File: config.mk
export PLATFORM = sky130hd
export DESIGN_NAME = serial_debug_frame_rx
export DESIGN_NICKNAME = d
export VERILOG_FILES = /design/src/rtl/serial_debug_pkg.sv /design/src/rtl/serial_debug_sync2.sv /design/src/rtl/serial_debug_frame_rx.sv
export SDC_FILE = /design/constraint.sdc
export NUM_CORES = 1
export LEC_CHECK = 0
export CAP_MARGIN = 20
export CORE_UTILIZATION = 45
export DETAILED_ROUTE_END_ITERATION = 10
export SYNTH_ARGS = -nofsm -noshare
export SYNTH_HDL_FRONTEND = slang
export SYNTH_SLANG_ARGS = --single-unit
export TNS_END_PERCENT = 1
File: constraint.sdc
create_clock -name clk -period 32.7 [get_ports clk]
set_input_delay 6.54 -clock clk [delete_from_list [all_inputs] [get_ports clk]]
set_output_delay 6.54 -clock clk [all_outputs]
set_load 0.01 [all_outputs]
File: src/rtl/serial_debug_pkg.sv
// Shared framing constants and helpers for the serial debug ring.
package serial_debug_pkg;

  localparam int SF_BITS     = 144;
  localparam int SF_BYTES    = 18;
  localparam int SF_HDR_BITS = 16;
  localparam int SF_IDX_W    = 5;

  localparam logic [14:0] SF_BROADCAST_ADDR = 15'h7FFF;
  localparam logic [7:0]  READ_CMD_IDENT    = 8'h00;
  localparam logic [7:0]  READ_CMD_NODE     = 8'hFF;

  // Emitter states: waiting for a held frame, or streaming its bytes out.
  typedef enum logic {
    ST_IDLE,
    ST_EMIT
  } emit_state_t;

  // Byte idx of a superframe, MSB first (idx 0 is the top header byte).
  function automatic logic [7:0] sf_byte(input logic [SF_BITS-1:0] frame,
                                         input logic [SF_IDX_W-1:0] idx);
    return frame[SF_BITS-1-8*int'(idx) -: 8];
  endfunction

endpackage

File: src/rtl/serial_debug_sync2.sv
// Two-flop synchronizer for one asynchronous chain signal.
module serial_debug_sync2 (
  input  logic clk,
  input  logic rst,
  input  logic d,
  output logic q
);

  logic meta;

  // Two back-to-back flops; the first may go metastable, the second settles it.
  always_ff @(posedge clk or posedge rst) begin
    if (rst) begin
      meta <= 1'b0;
      q    <= 1'b0;
    end else begin
      // NOTE: non-blocking so both stages sample old values and form a true
      // two-stage pipeline; blocking here would collapse it into one flop.
      meta <= d;
      q    <= meta;
    end
  end

endmodule

File: src/rtl/serial_debug_frame_rx.sv
// Chain-return deserializer: reassembles 144-bit superframes from the debug
// ring and emits them as 18 MSB-first bytes over a valid/ready stream.
// Optional: define SERIAL_DEBUG_FRAME_RX_STATS_EN to add wrapping 16-bit
// frame / overrun / timeout counters.
module serial_debug_frame_rx
  import serial_debug_pkg::*;
#(
  parameter int IDLE_TICKS = 16
) (
  input  logic       clk,
  input  logic       rst,
  input  logic [7:0] prescaler,
  input  logic       debug_rx_data,
  input  logic       debug_rx_clk,
  output logic [7:0] byte_out,
  output logic       byte_valid,
  input  logic       byte_ready,
  output logic       frame_overrun,
  output logic       frame_timeout
`ifdef SERIAL_DEBUG_FRAME_RX_STATS_EN
  ,
  output logic [15:0] stat_frames,
  output logic [15:0] stat_overruns,
  output logic [15:0] stat_timeouts
`endif
);

  localparam logic [15:0]         IDLE_MAX  = 16'(IDLE_TICKS);
  localparam logic [7:0]          LAST_BIT  = 8'(SF_BITS - 1);
  localparam logic [SF_IDX_W-1:0] LAST_BYTE = SF_IDX_W'(SF_BYTES - 1);

  logic               data_sync, clk_sync, clk_prev, chain_edge;
  logic [SF_BITS-1:0] shift, hold;
  logic [7:0]         bit_cnt, tick_cnt;
  logic [15:0]        idle_cnt;
  logic               tick, frame_done, full;
  logic [SF_IDX_W-1:0] byte_idx;
  emit_state_t        state;
  logic               accept, last_accept, full_eff, capture, overrun_now;

  serial_debug_sync2 u_sync_data (.clk(clk), .rst(rst), .d(debug_rx_data), .q(data_sync));
  serial_debug_sync2 u_sync_clk  (.clk(clk), .rst(rst), .d(debug_rx_clk),  .q(clk_sync));

  assign chain_edge = clk_sync & ~clk_prev;
  assign tick       = (tick_cnt == prescaler);

  // Front end: edge detect, bit shifter, prescaler and idle timeout.
  always_ff @(posedge clk or posedge rst) begin
    if (rst) begin
      clk_prev      <= 1'b0;
      shift         <= '0;
      bit_cnt       <= '0;
      frame_done    <= 1'b0;
      tick_cnt      <= '0;
      idle_cnt      <= '0;
      frame_timeout <= 1'b0;
    end else begin
      clk_prev      <= clk_sync;
      frame_done    <= 1'b0;
      frame_timeout <= 1'b0;
      tick_cnt      <= tick ? 8'd0 : tick_cnt + 8'd1;
      if (chain_edge) begin
        shift    <= {shift[SF_BITS-2:0], data_sync};
        idle_cnt <= '0;
        if (bit_cnt == LAST_BIT) begin
          bit_cnt    <= '0;
          frame_done <= 1'b1;
        end else begin
          bit_cnt <= bit_cnt + 8'd1;
        end
      end else if (tick && idle_cnt != IDLE_MAX) begin
        idle_cnt <= idle_cnt + 16'd1;
        // Reaching the limit drops a partial frame; an empty shifter just waits.
        if (idle_cnt == IDLE_MAX - 16'd1 && bit_cnt != 8'd0) begin
          bit_cnt       <= '0;
          frame_timeout <= 1'b1;
        end
      end
    end
  end

  // The last byte leaving frees the holding register for a frame completing
  // in that same cycle, so that frame is captured rather than overrun.
  assign accept      = byte_valid & byte_ready;
  assign last_accept = (state == ST_EMIT) && accept && (byte_idx == LAST_BYTE);
  assign full_eff    = full & ~last_accept;
  assign capture     = frame_done & ~full_eff;
  assign overrun_now = frame_done & full_eff;

  // Holding register and byte emitter FSM with registered outputs.
  always_ff @(posedge clk or posedge rst) begin
    if (rst) begin
      // NOTE: the wide holding register is reset too so a reset mid-emit can
      // never leak stale frame contents onto byte_out afterwards.
      hold          <= '0;
      full          <= 1'b0;
      state         <= ST_IDLE;
      byte_idx      <= '0;
      byte_out      <= '0;
      byte_valid    <= 1'b0;
      frame_overrun <= 1'b0;
    end else begin
      frame_overrun <= overrun_now;
      full          <= capture ? 1'b1 : full_eff;
      if (capture) hold <= shift;
      case (state)
        ST_IDLE: begin
          if (full) begin
            byte_idx   <= '0;
            byte_out   <= sf_byte(hold, '0);
            byte_valid <= 1'b1;
            state      <= ST_EMIT;
          end
        end
        ST_EMIT: begin
          if (accept) begin
            if (byte_idx == LAST_BYTE) begin
              byte_valid <= 1'b0;
              state      <= ST_IDLE;
            end else begin
              byte_idx <= byte_idx + 1'b1;
              byte_out <= sf_byte(hold, byte_idx + 1'b1);
            end
          end
        end
        default: state <= ST_IDLE;
      endcase
    end
  end

`ifdef SERIAL_DEBUG_FRAME_RX_STATS_EN
  // Event counters; they wrap naturally at 0xFFFF.
  always_ff @(posedge clk or posedge rst) begin
    if (rst) begin
      stat_frames   <= '0;
      stat_overruns <= '0;
      stat_timeouts <= '0;
    end else begin
      if (capture)       stat_frames   <= stat_frames + 16'd1;
      if (overrun_now)   stat_overruns <= stat_overruns + 16'd1;
      if (frame_timeout) stat_timeouts <= stat_timeouts + 16'd1;
    end
  end
`endif

endmodule

==> metrics list, run 1 <==
- The flow ran to the end, and the final reports show no timing, DRC or antenna violations.
- Entering global routing, the biggest net connects approximately 140 pins.
- Maximum root-to-sink buffer count: 3
* Std-Cell Rows: 66
- Gp weighted congestion: about 0.78
- # Post-CTS Setup Buffers: 0
* Kind of cell adding the most delay to the critical path: buffers and inverters
- After detailed routing, the number of vias per cell comes to between 5 and 6.
* Layout Nets: 1365
* Area of the die: ~34000 um^2
* Number of gates given a new drive strength after cts: 0
- DRC violation total after the first TritonRoute iteration: between 500 and 600
* Worst R2R End: byte_out[0]
- The most critical setup path has its startpoint at byte_ready.
- H-tree depth: 2
- The synthesized netlist devotes less than 1% of its cell area to adder and majority cells.
* Number of antenna violations at the first check in global routing: 0
- The synthesized netlist devotes around 4.0% of its cell area to compound gates.
- Clock skew on the completed layout was measured at between 0.02 and 0.025 ns.
- Global-route wire length before repair: 51100 um
- The final count of pins violating max slew was 0.
* Ratio of total power to cell area: a little under 70 nW/um^2
* RSZ-0062 raised after global routing: no
* Clock edge transition at the registers on the reported setup and hold paths: roughly 0.060 ns
- TritonCTS built the clock tree.
- Number of hold-slack violations in the final timing report: 0
- Layout cell share with drive strength beyond 1: between 20 and 25%
* Share of the yosys chip area belonging to registers: roughly 58%
- Following the worst setup path forward leads to its endpoint at hold[27].
- Static timing analysis puts the maximum clock frequency at around 110 MHz.
- Counting the fill cells in the layout gives 2941.
- The number of global-route vias before repair came to slightly below 10000.
* Chip height: 184 um
- Leaving out fill and tap cells, the most frequent cell in the layout is nand2_1.
- In the finished design, the share of the clock period the worst path needs comes to a little over a quarter.
- Worst-case setup margin in the final layout: between 20 and 25 ns
* Startpoint Class: primary input
- Post-DR wirelength/cell: between 15 and 20 um
- Xor-xnor portion of the synthesized cell area: between 1 and 1.5%
- Measured against the total synthesized area, the mux share comes to between 15 and 20%.
- Total of buffers placed on input and output ports: 23
- Proportion of synthesized flip-flops having asynchronous set or reset: 100%
- The worst register-to-register path has a depth of 8.
* Worst setup slack before clock tree synthesis: around 23 ns
- Avg Cell Area, Syn: around 11 um^2
* Critical path data required time: about 33 ns
* Routed Antenna Nets: 0
* Top Ports: 24
* Simple-gate share of the synthesized area: ~16%
- The min-delay analysis places its worst path in the category flop to flop.
* HPWL after detailed placement: approximately 18000 um
- 0 antenna diodes ended up in the layout.
- The worst register-to-register path has a setup slack of just under 30 ns.
- Starting Density: between 40% and 50%
- Number of warnings printed during yosys synthesis: 0
- Number of logic stages on the critical path including buffering: 6
- After technology mapping, the gate count stands at approximately 1300.
- Cell area after technology mapping: between 10000 and 15000 um^2
- Final global-route overflow total: 0
* Vias: about 9600
- Cell-by-cell trace of the critical path: clkdlybuf4s50_1 -> nand2_1 -> o21ai_1 -> nand2_4 -> buf_4 -> mux2_2
- Endpoint class of the critical path: flop
- For this run, design rule violations remaining after detail routing come to 0.
* TritonCTS buffer count: 39
- Post-cts hold buffer count: 0
- Sinks on the clock net: ~340
* Peak supply drop: 0.0545 mV
- Arrival time at the worst endpoint: 9.38 ns
* Number of nets in the synthesized netlist: 1362
- The synthesized design contains 0 enable-type register cells.
- The finished layout holds 1812 standard cells, fillers aside.
* Most frequent cells in the layout: 469 x nand2_1, 343 x dfrtp_1, 160 x mux2_2
- Utilization after layout: around half
- The area growth from synthesis to layout is 12.5%.
* Number of cells after detailed placement: between 1500 and 2000
- The worst register-to-register path begins at byte_idx[0].
- Flip-flop and latch count after synthesis: between 300 and 400
- Across all hold checks on the routed design, the worst slack comes to about 0.35 ns.
* Main combinational cell family by area after synthesis: multiplexers
- For the pin with the worst max-slew slack, the measured transition is 1.05 ns.
* Root buf cell: clkbuf_16
- Peak fanout along the critical path: 73
- Leakage power summed over all cells: between 8 and 9 nW
- Global routing used between 10% and 20% of the available tracks across all layers.
* Core Box Area: 32500 um^2
- Setup violations remaining at the end of the flow were counted as 0.
- Setup total negative slack: 0 ns
- The worst pin sits at a relative slew slack of between 30% and 40%.
- The worst path needs 8.98 ns of the cycle, external delays included.
- In this run the cell area measured after placement is approximately 15000 um^2.
- In the synthesized netlist the dominant register cell turns out to be dfrtp_1.
- From left edge to right edge, the die measures 184 um.
* CP Class: primary input to flop
- Post-layout instance area: roughly 17000 um^2
* Crit-path slowest cell: buf_4
* Number of buffers and inverters on the critical path: 2
- Clock latency on the worst-skew pair: roughly 0.52 ns
- CP max stage delay: just under 0.9 ns
- Drt pass-1 iters: 6
- Synth unique cells: 55
* Maximum Capacitance Violations: 0
* Total design power: around 1.1 mW
- Total length of routed wires: between 30000 and 40000 um
==> state kept, by name, summed over array words and instances (netlist names), 5 cells and up <==
register,count
hold,144
shift,144
idle_cnt,16
bit_cnt,8
byte_out,8
tick_cnt,8
byte_idx,5
==> worst min-delay path by stage <==
stage                          startpoint            to  slack [ns]  cells after the start
final                     u_sync_clk.meta  u_sync_clk.q        0.35                      0
after global routing      u_sync_clk.meta  u_sync_clk.q        0.35                      0
after CTS                 u_sync_clk.meta  u_sync_clk.q        0.35                      0
after detailed placement  u_sync_clk.meta  u_sync_clk.q        0.34                      0
after global placement    u_sync_clk.meta  u_sync_clk.q        0.33                      0
after floorplan           u_sync_clk.meta  u_sync_clk.q        0.33                      0
==> cell type report <==
| class | instances | area [um^2] | area share [%] |
|---|---|---|---|
| clock buffers | 55 | 1160 | 6.91 |
| clock inverters | 12 | 100 | 0.598 |
| flip-flops and latches | 344 | 8610 | 51.5 |
| multi-input cells | 908 | 5930 | 35.5 |
| repair buffers | 33 | 305 | 1.82 |
| inverters | 18 | 75.1 | 0.449 |
| well taps | 442 | 553 | 3.30 |
==> report_power, final <==
group / total (mW) / leakage, nW / internal, mW / switching [mW]
combinational: 0.252 / 3.12 / 0.100 / 0.152
clock: 0.423 / 0.619 / 0.254 / 0.169
sequential: 0.473 / 4.73 / 0.448 / 0.0258
total: 1.15 / 8.47 / 0.801 / 0.347
==> synthesized netlist by cell type (all sizes together) (16+ instances only) <==
cell	n	area (um^2)
a21oi	16	80.1
buf	25	131
clkbuf	46	173
dfrtp	344	8610
inv	18	67.6
mux2	160	1800
mux2i	17	170
mux4	30	676
nand2	470	1760
nand3	24	120
nor2	29	109
o21ai	29	145
xnor2	17	156
==> cells by family after synthesis <==
group,count (synthesis)
AOI/OAI and AO/OA,94
muxes,207
adders and majority gates,8
DFF,344
and+or+nand+nor,577
buffers and inverters,89
xor gates and xnor gates,22
==> layer usage <==
metal  routed length, um  global-route usage (%)  share of wire, %
met5                   0                       0                 0
met4                 607                    5.63               2.0
met3                 923                    3.29               3.0
met2               14500                    31.0                48
met1               14400                    26.0                47
(Power assumes the default switching activity.)
==> run 2: changes to the inputs <==
==> constraint.sdc (replaced) <==
create_clock -name clk -period 8 [get_ports clk]
set_input_delay 1.6 -clock clk [delete_from_list [all_inputs] [get_ports clk]]
set_output_delay 1.6 -clock clk [all_outputs]
set_load 0.01 [all_outputs]
==> run 2 against run 1 <==
  * Sequential share of layout area down 0.20 points
  * Clock-buffer cell count up 1
  * Worst hold slack worse by 0.0013 ns
  * Critical path depth unchanged
  * Design area up 0.38%
  * Sequential power rose to 4.1 times the previous value
  * Non-clock buffer count unchanged
  * Final cell count about the same
  * Setup slack worse by 19 ns
  * Register-to-register slack worse by 24 ns
  * Critical path type unchanged
==> metrics list, run 2 (same netlist as run 1, synthesis figures left out) <==
* Clock latency on the worst-skew pair: 0.52 ns (about the same)
- The antenna cell count is 0 (unchanged).
* Core Box Area: 32500 um^2 (unchanged)
- After layout, the minimum clock period comes to between 3 and 4 ns.
- The die footprint came to 33800 um^2 (unchanged).
- Vias: 9481 (-1.0%)
- Leaving out fill and tap cells, the most frequent cells in the layout are 469 x nand2_1, 343 x dfrtp_1, 160 x mux2_2.
* Setup total negative slack: 0 ns (unchanged)
- Post-DR wirelength/cell: 16.6 um (-0.81%)
- Endpoint class of the critical path: flop
- The final count of hold timing violations came to 0 (unchanged).
* Finished Layout Cells: 1811 (-0.055%)
- Chip height: 184 um (unchanged)
- The data required time at the worst endpoint came to 8.40 ns (-24.70 ns).
* Number of global-route vias before repair: 9807 (+0.96%)
- The tree is rooted in a clkbuf_16.
* Number of cells after detailed placement: 1745 (unchanged)
- # Post-CTS Setup Buffers: 0 (unchanged)
* Number of remaining DRC errors: 0 (unchanged)
- Synth-to-layout area growth: 12.9%
- The global-route wire length before repair is 51100 um (about the same).
- The net switching fraction of the power was 29.6% (-0.60 points).
- Sinks on the clock net: 344 (unchanged)
- CP max stage delay: 0.66 ns (-0.23 ns)
- Arrival time at the worst endpoint: 3.99 ns (-5.39 ns)
- The final count of pins violating max slew was 0 (unchanged).
* Peak fanout along the critical path: 58 (-21%)
- The die extent in x is 184 um (unchanged).
- The layout filler cell count came to 2926 (-0.51%).
* Maximum number of pins on one net before global-route repair: 181 (+34%)
* Number of gates given a new drive strength after cts: 0 (unchanged)
* Total of buffers placed on input and output ports: 23 (unchanged)
- Switching power: 1.41 mW (+310%)
- The CTS clock-pin slew for the worst setup and hold paths was 0.05 ns (about the same).
* Overall global routing resource usage: 18.9% (-0.095 points)
- In the finished design, the share of the clock period the worst path needs comes to about 45%.
- The initial antenna violation count came to 1 (+1).
* Most common library cell in the layout ignoring fill and taps: nand2_1
* Internal Pwr Total: 3.34 mW (+320%)
- Post-cts hold buffer count: 0 (unchanged)
- Top Ports: 24 (unchanged)
* Routed Antenna Nets: 0 (unchanged)
- STA classifies the critical path startpoint as a primary input.
- TritonCTS buffer count: 39 (unchanged)
* Seq pwr share: 40.9% (-0.3 points)
- Maximum root-to-sink buffer count: 3 (unchanged)
* Drt pass-1 iters: 4 (-2)
- Layout cell share with drive strength beyond 1: 19.8% (-0.28 points)
- The worst clock skew on the final layout was 0.0123 ns (-0.0119 ns).
- The remaining global-route overflow came to 0 (unchanged).
- Worst Tran Pin Value: 1.06 ns (+0.00936 ns)
- The detailed router's first-iteration violation count is 663 (+13%).
- The number of failing setup endpoints in the final timing report came to 0 (unchanged).
* CP Class: primary input to flop
* Total length of routed wires: 30100 um (-0.86%)
- The power density over the cells is 283 nW/um^2 (+310%).
- The part of the power in the clock network was 37.7% (+0.9 points).
* Peak Freq: approximately 280 MHz
- The share of total power in combinational logic came to 21.4% (-0.6 points).
- Peak supply drop: 0.248 mV (+360%)
- The detailed placer's ending HPWL was 17700 um (-1.5%).
- The largest registers in the layout are hold: 144 flops, shift: 144 flops, idle_cnt: 16 flops.
- Sequential cell area: 8610 um^2 (unchanged)
- Ratio of routed vias to standard cells: 5.24 (-0.95%)
- Gp weighted congestion: 0.770 (-1.3%)
* Worst hold path class: flop to flop
- TritonCTS built the clock tree.
* Cell-by-cell trace of the critical path: clkdlybuf4s50_1 -> nand2_1 -> o21ai_1 -> nand2_4 -> buf_4 -> mux2_2
- Leakage power summed over all cells: 8.48 nW (+0.13%)
* Crit-path slowest cell: buf_4
- Headroom to the max-slew limit: 29.4% (-0.62 points)
- Std-Cell Rows: 66 (unchanged)
- RSZ-0062 raised after global routing: no
- Maximum Capacitance Violations: 0 (unchanged)
- The number of nets in the layout is 1365 (unchanged).
- The number of H-tree branching levels was 2 (unchanged).
* Outcome: finished clean
* Total area of multi-input combinational cells: 5920 um^2 (-0.19%)
- The starting utilization of the core area came to 45.7% (unchanged).
-- run 2: cell types whose count changed in the layout (fill, tap and decap cells not counted), moves of 2 or more --
cell and delta:
bufinv_16 +2, inv_6 -2, clkinvlp_4 +2, clkbuf_1 +3
clkbuf_16 +2, buf_12 +3, buf_4 -3, clkbuf_8 -4
clkinv_2 -3
-- run 2: layout make-up --
class	count	area share (%)
Inverter	18	0.425
Timing Repair Buffer	33	2.04
Tap cell	442	3.29
Clock inverter	10	0.804
Sequential cell	344	51.3
Multi-Input combinational cell	908	35.3
Clock buffer	56	6.92
-- run 2: power groups by stage --
stage	Sequential [mW]	Clock, mW	Combinational (mW)
2_1_floorplan	1.94	0	0.769
3_3_place_gp	1.97	0	1.02
3_5_place_dp	1.97	0	1.03
4_1_cts	1.94	1.83	1.03
5_1_grt	1.96	1.90	1.12
6_report	1.94	1.79	1.02
-- run 2: metrics by stage --
stage / setup WS, ns / power, mW / hold slack, ns / instance area [um^2] / utilization, %
6_report: 4.40 / 4.75 / 0.347 / 16800 / 51.6
5_1_grt: 4.24 / 4.98 / 0.358 / 16800 / 51.6
4_1_cts: 4.38 / 4.81 / 0.348 / 16800 / 51.6
3_5_place_dp: 3.86 / 3.00 / 0.336 / 15500 / 47.6
3_3_place_gp: 3.85 / 2.99 / 0.336 / 15500 / 47.6
2_1_floorplan: 1.80 / 2.71 / 0.331 / 14900 / -
-- run 2: final timing paths --
| kind | from | end | slack (ns) | depth (start not counted) |
|---|---|---|---|---|
| min reg2reg | u_sync_data.meta | u_sync_data.q | 0.35 | 0 |
| max | byte_ready | hold[2] | 4.40 | 6 |
| min | u_sync_data.meta | u_sync_data.q | 0.35 | 0 |
| max in group asynchronous | rst | byte_idx[0] | 5.23 | 3 |
| max reg2reg | byte_idx[0] | byte_out[0] | 4.85 | 7 |
| min in group asynchronous | rst | hold[25] | 1.45 | 2 |
-- run 2: critical path: cells and delay by family --
family                 cells  cell delay (ns)
buffers and inverters      2             1.11
multiplexers               1             0.41
AO/OA/AOI/OAI              1             0.12
AND/OR/NAND/NOR            2             0.71
-- run 2: metal layers --
| layer | global-route usage (%) | share of wire [%] | vias to the layer above | wire length [um] |
|---|---|---|---|---|
| li1 | - | - | 4537 | - |
| met5 | 0 | 0 | - | 0 |
| met1 | 26.4 | 47 | 4774 | 14300 |
| met3 | 3.07 | 3.7 | 39 | 1100 |
| met2 | 30.4 | 47 | 131 | 14100 |
| met4 | 5.37 | 2.2 | 0 | 648 |
==> run 3: changes to the inputs <==
==> constraint.sdc (replaced) <==
create_clock -name clk -period 3.15 [get_ports clk]
set_input_delay 0.63 -clock clk [delete_from_list [all_inputs] [get_ports clk]]
set_output_delay 0.63 -clock clk [all_outputs]
set_load 0.01 [all_outputs]
==> run 3 against run 2 <==
  * Flip-flop and latch count did not move
  * Total power rose to 2.6 times the previous value
  * Setup slack got worse by 4.1 ns
  * Die area did not move
==> metrics list, run 3 (same netlist as run 1, synthesis figures left out) <==
- Outcome: finished clean
- Most common library cell in the layout ignoring fill and taps: nand2_1
* Total length of routed wires: 31900 um (+6.0%)
- Worst Tran Pin Value: 0.942 ns (-0.116 ns)
- Utilization after layout: 52.8% (+1.2 points)
- The remaining global-route overflow was 0 (unchanged).
* Final period utilization: approximately 90%
- Grouping stages by cell kind, the critical path spends the most delay in XOR/XNOR gates.
- Derived from the worst setup path, the maximum achievable clock frequency is between 300 and 400 MHz.
- Arrival time at the worst endpoint: 3.26 ns (-0.73 ns)
- Routed Antenna Nets: 0 (unchanged)
* Largest registers ranked by flip-flop count: hold: 144 flops, shift: 144 flops, idle_cnt: 16 flops
- Reg2reg path depth: 9 (+2)
* # Post-CTS Setup Buffers: 0 (unchanged)
* Antenna cells: 0 (unchanged)
* Headroom to the max-slew limit: 36.9% (+7.4 points)
* RSZ-0062 raised after global routing: no
- The post-placement cell area is 15800 um^2 (+2.0%).
* Synth-to-layout area growth: 15.5%
- The chip height is 184 um (unchanged).
* TritonCTS buffer count: 38 (-2.6%)
- Worst hold path class: flop to flop
- Sinks on the clock net: 344 (unchanged)
- The power density over the cells is 725 nW/um^2 (+160%).
- Endpoint class of the critical path: flop
* Area of the die: 33800 um^2 (unchanged)
* CTS tree: done
* Startpoint Class: flop
* Maximum Capacitance Violations: 0 (unchanged)
- The final count of pins violating max slew was 0 (unchanged).
- Final setup violation count: 0 (unchanged)
* Root buf cell: clkbuf_16
- The critical path is of the flop to flop type.
* Top Ports: 24 (unchanged)
- Most frequent cells in the layout: 469 x nand2_1, 343 x dfrtp_1, 160 x mux2_2
* Drt pass-1 iters: 4 (unchanged)
- Crit-path slowest cell: xnor2_2
- The global-route wire length before repair came to 53600 um (+4.8%).
- DRC violation total after the first TritonRoute iteration: 497 (-25%)
- The data required time at the worst endpoint came to 3.58 ns (-4.82 ns).
- The quantity of I/O buffers inserted on ports was 23 (unchanged).
- The maximum fanout along the worst path was 13 (-78%).
- Gp weighted congestion: 0.834 (+8.3%)
- The static leakage came to 8.70 nW (+2.5%).
* Peak supply drop: 0.508 mV (+100%)
* Clock latency on the worst-skew pair: 0.52 ns (about the same)
* Layout Nets: 1387 (+1.6%)
* Number of remaining DRC errors: 0 (unchanged)
* Number of buffers and inverters on the critical path: 1 (-1)
* HPWL after detailed placement: 20100 um (+14%)
- The cell area after layout came to 17200 um^2 (+2.3%).
- The CTS clock-pin slew for the worst setup and hold paths was 0.06 ns (about the same).
- Traced cell by cell, the critical path runs through ha_1 -> xnor2_1 -> ha_1 -> xnor2_1 -> xnor2_2 -> buf_4 -> mux2i_1 -> mux2_2 -> o22ai_1.
* Worst hold slack: 0.355 ns (+0.00748 ns)
- Std-Cell Rows: 66 (unchanged)
- The starting utilization of the core area came to 45.7% (unchanged).
* Core Box Area: 32500 um^2 (unchanged)
- Worst-case setup margin in the final layout: 0.321 ns (-4.08 ns)
- The number of cells on the critical path came to 9 (+3).
* CP max stage delay: 0.74 ns (+0.08 ns)
* Worst setup skew after layout: 0.0154 ns (+0.00309 ns)
* Number of hold-slack violations in the final timing report: 0 (unchanged)
* Number of global-route vias before repair: 10000 (+2.3%)
- The number of cells on the worst hold path is 0 (unchanged).
* Layout cell share with drive strength beyond 1: 21.2% (+1.4 points)
- The initial antenna violation count was 0 (-1).
* Overall global routing resource usage: 20.0% (+1.1 points)
- Maximum root-to-sink buffer count: 3 (unchanged)
- The die extent in x is 184 um (unchanged).
- The clock period could shrink to about 2.8 ns.
- Vias: 9624 (+1.5%)
* Total design power: 12.5 mW (+160%)
* Post-DR wirelength/cell: 17.4 um (+4.6%)
- Worst setup slack before clock tree synthesis: 0.226 ns (-3.63 ns)
- Maximum number of pins on one net before global-route repair: 98 (-46%)
- H-tree depth: 2 (unchanged)
* Ratio of routed vias to standard cells: 5.24 (+0.13%)
==> run 3: cell count changes in the layout (fill, tap and decap cells not counted), sizes merged <==
cell,before,now
clkbuf,56,60
bufinv,3,5
clkinvlp,5,1
buf,10,33
==> run 3: cell type report <==
type | instances | area [um^2]
clock inverters | 8 | 165
repair buffers | 56 | 653
flip-flops and latches | 344 | 8610
multi-input cells | 908 | 5930
fillers | 2868 | 15300
inverters | 18 | 71.3
well taps | 442 | 553
clock buffers | 60 | 1210
==> run 3: metrics by stage <==
| stage | instances | TNS, ns |
|---|---|---|
| floorplan | 1341 | -716.38 |
| finish | 1836 | 0 |
| global route | 1836 | 0 |
| CTS | 1836 | 0 |
| global placement | 1768 | 0 |
| detailed placement | 1768 | 0 |
==> run 3: what timing repair did <==
item,in CTS,in global routing
hold buffers,0,0
setup endpoints to repair,0,7
resized for setup,0,1
==> run 3: routing by layer <==
metal  global-route usage [%]  vias up  part of all wire (%)
met1                     28.0     4866                    48
met2                     32.7      119                    48
met4                     5.77        0                   2.0
li1                         -     4596                     -
met5                        0        -                     0
met3                     2.58       43                   2.7
==> run 3: report_power, final <==
group          total [mW]  internal (mW)  switching [mW]  leakage [nW]
sequential           4.89           4.65           0.247          4.73
combinational        2.79           1.19            1.60          3.29
clock                4.78           3.03            1.75         0.676
total                12.5           8.87            3.60          8.70
==> run 3: worst paths after layout <==
kind | from | endpoint | slack [ns]
setup / recovery | byte_idx[1] | byte_out[3] | 0.32
hold / removal | u_sync_clk.meta | u_sync_clk.q | 0.35
setup reg to reg | byte_idx[1] | byte_out[3] | 0.32
hold reg to reg | u_sync_clk.meta | u_sync_clk.q | 0.35
max in group asynchronous | rst | byte_idx[0] | 1.90
min in group asynchronous | rst | shift[35] | 0.47
==> run 3: worst reg2reg max path: stages (launching register included) <==
cell,delay [ns]
dfrtp_1,0.43
ha_1,0.23
xnor2_1,0.20
ha_1,0.22
xnor2_1,0.11
xnor2_2,0.74
buf_4,0.29
mux2i_1,0.08
mux2_2,0.28
o22ai_1,0.15
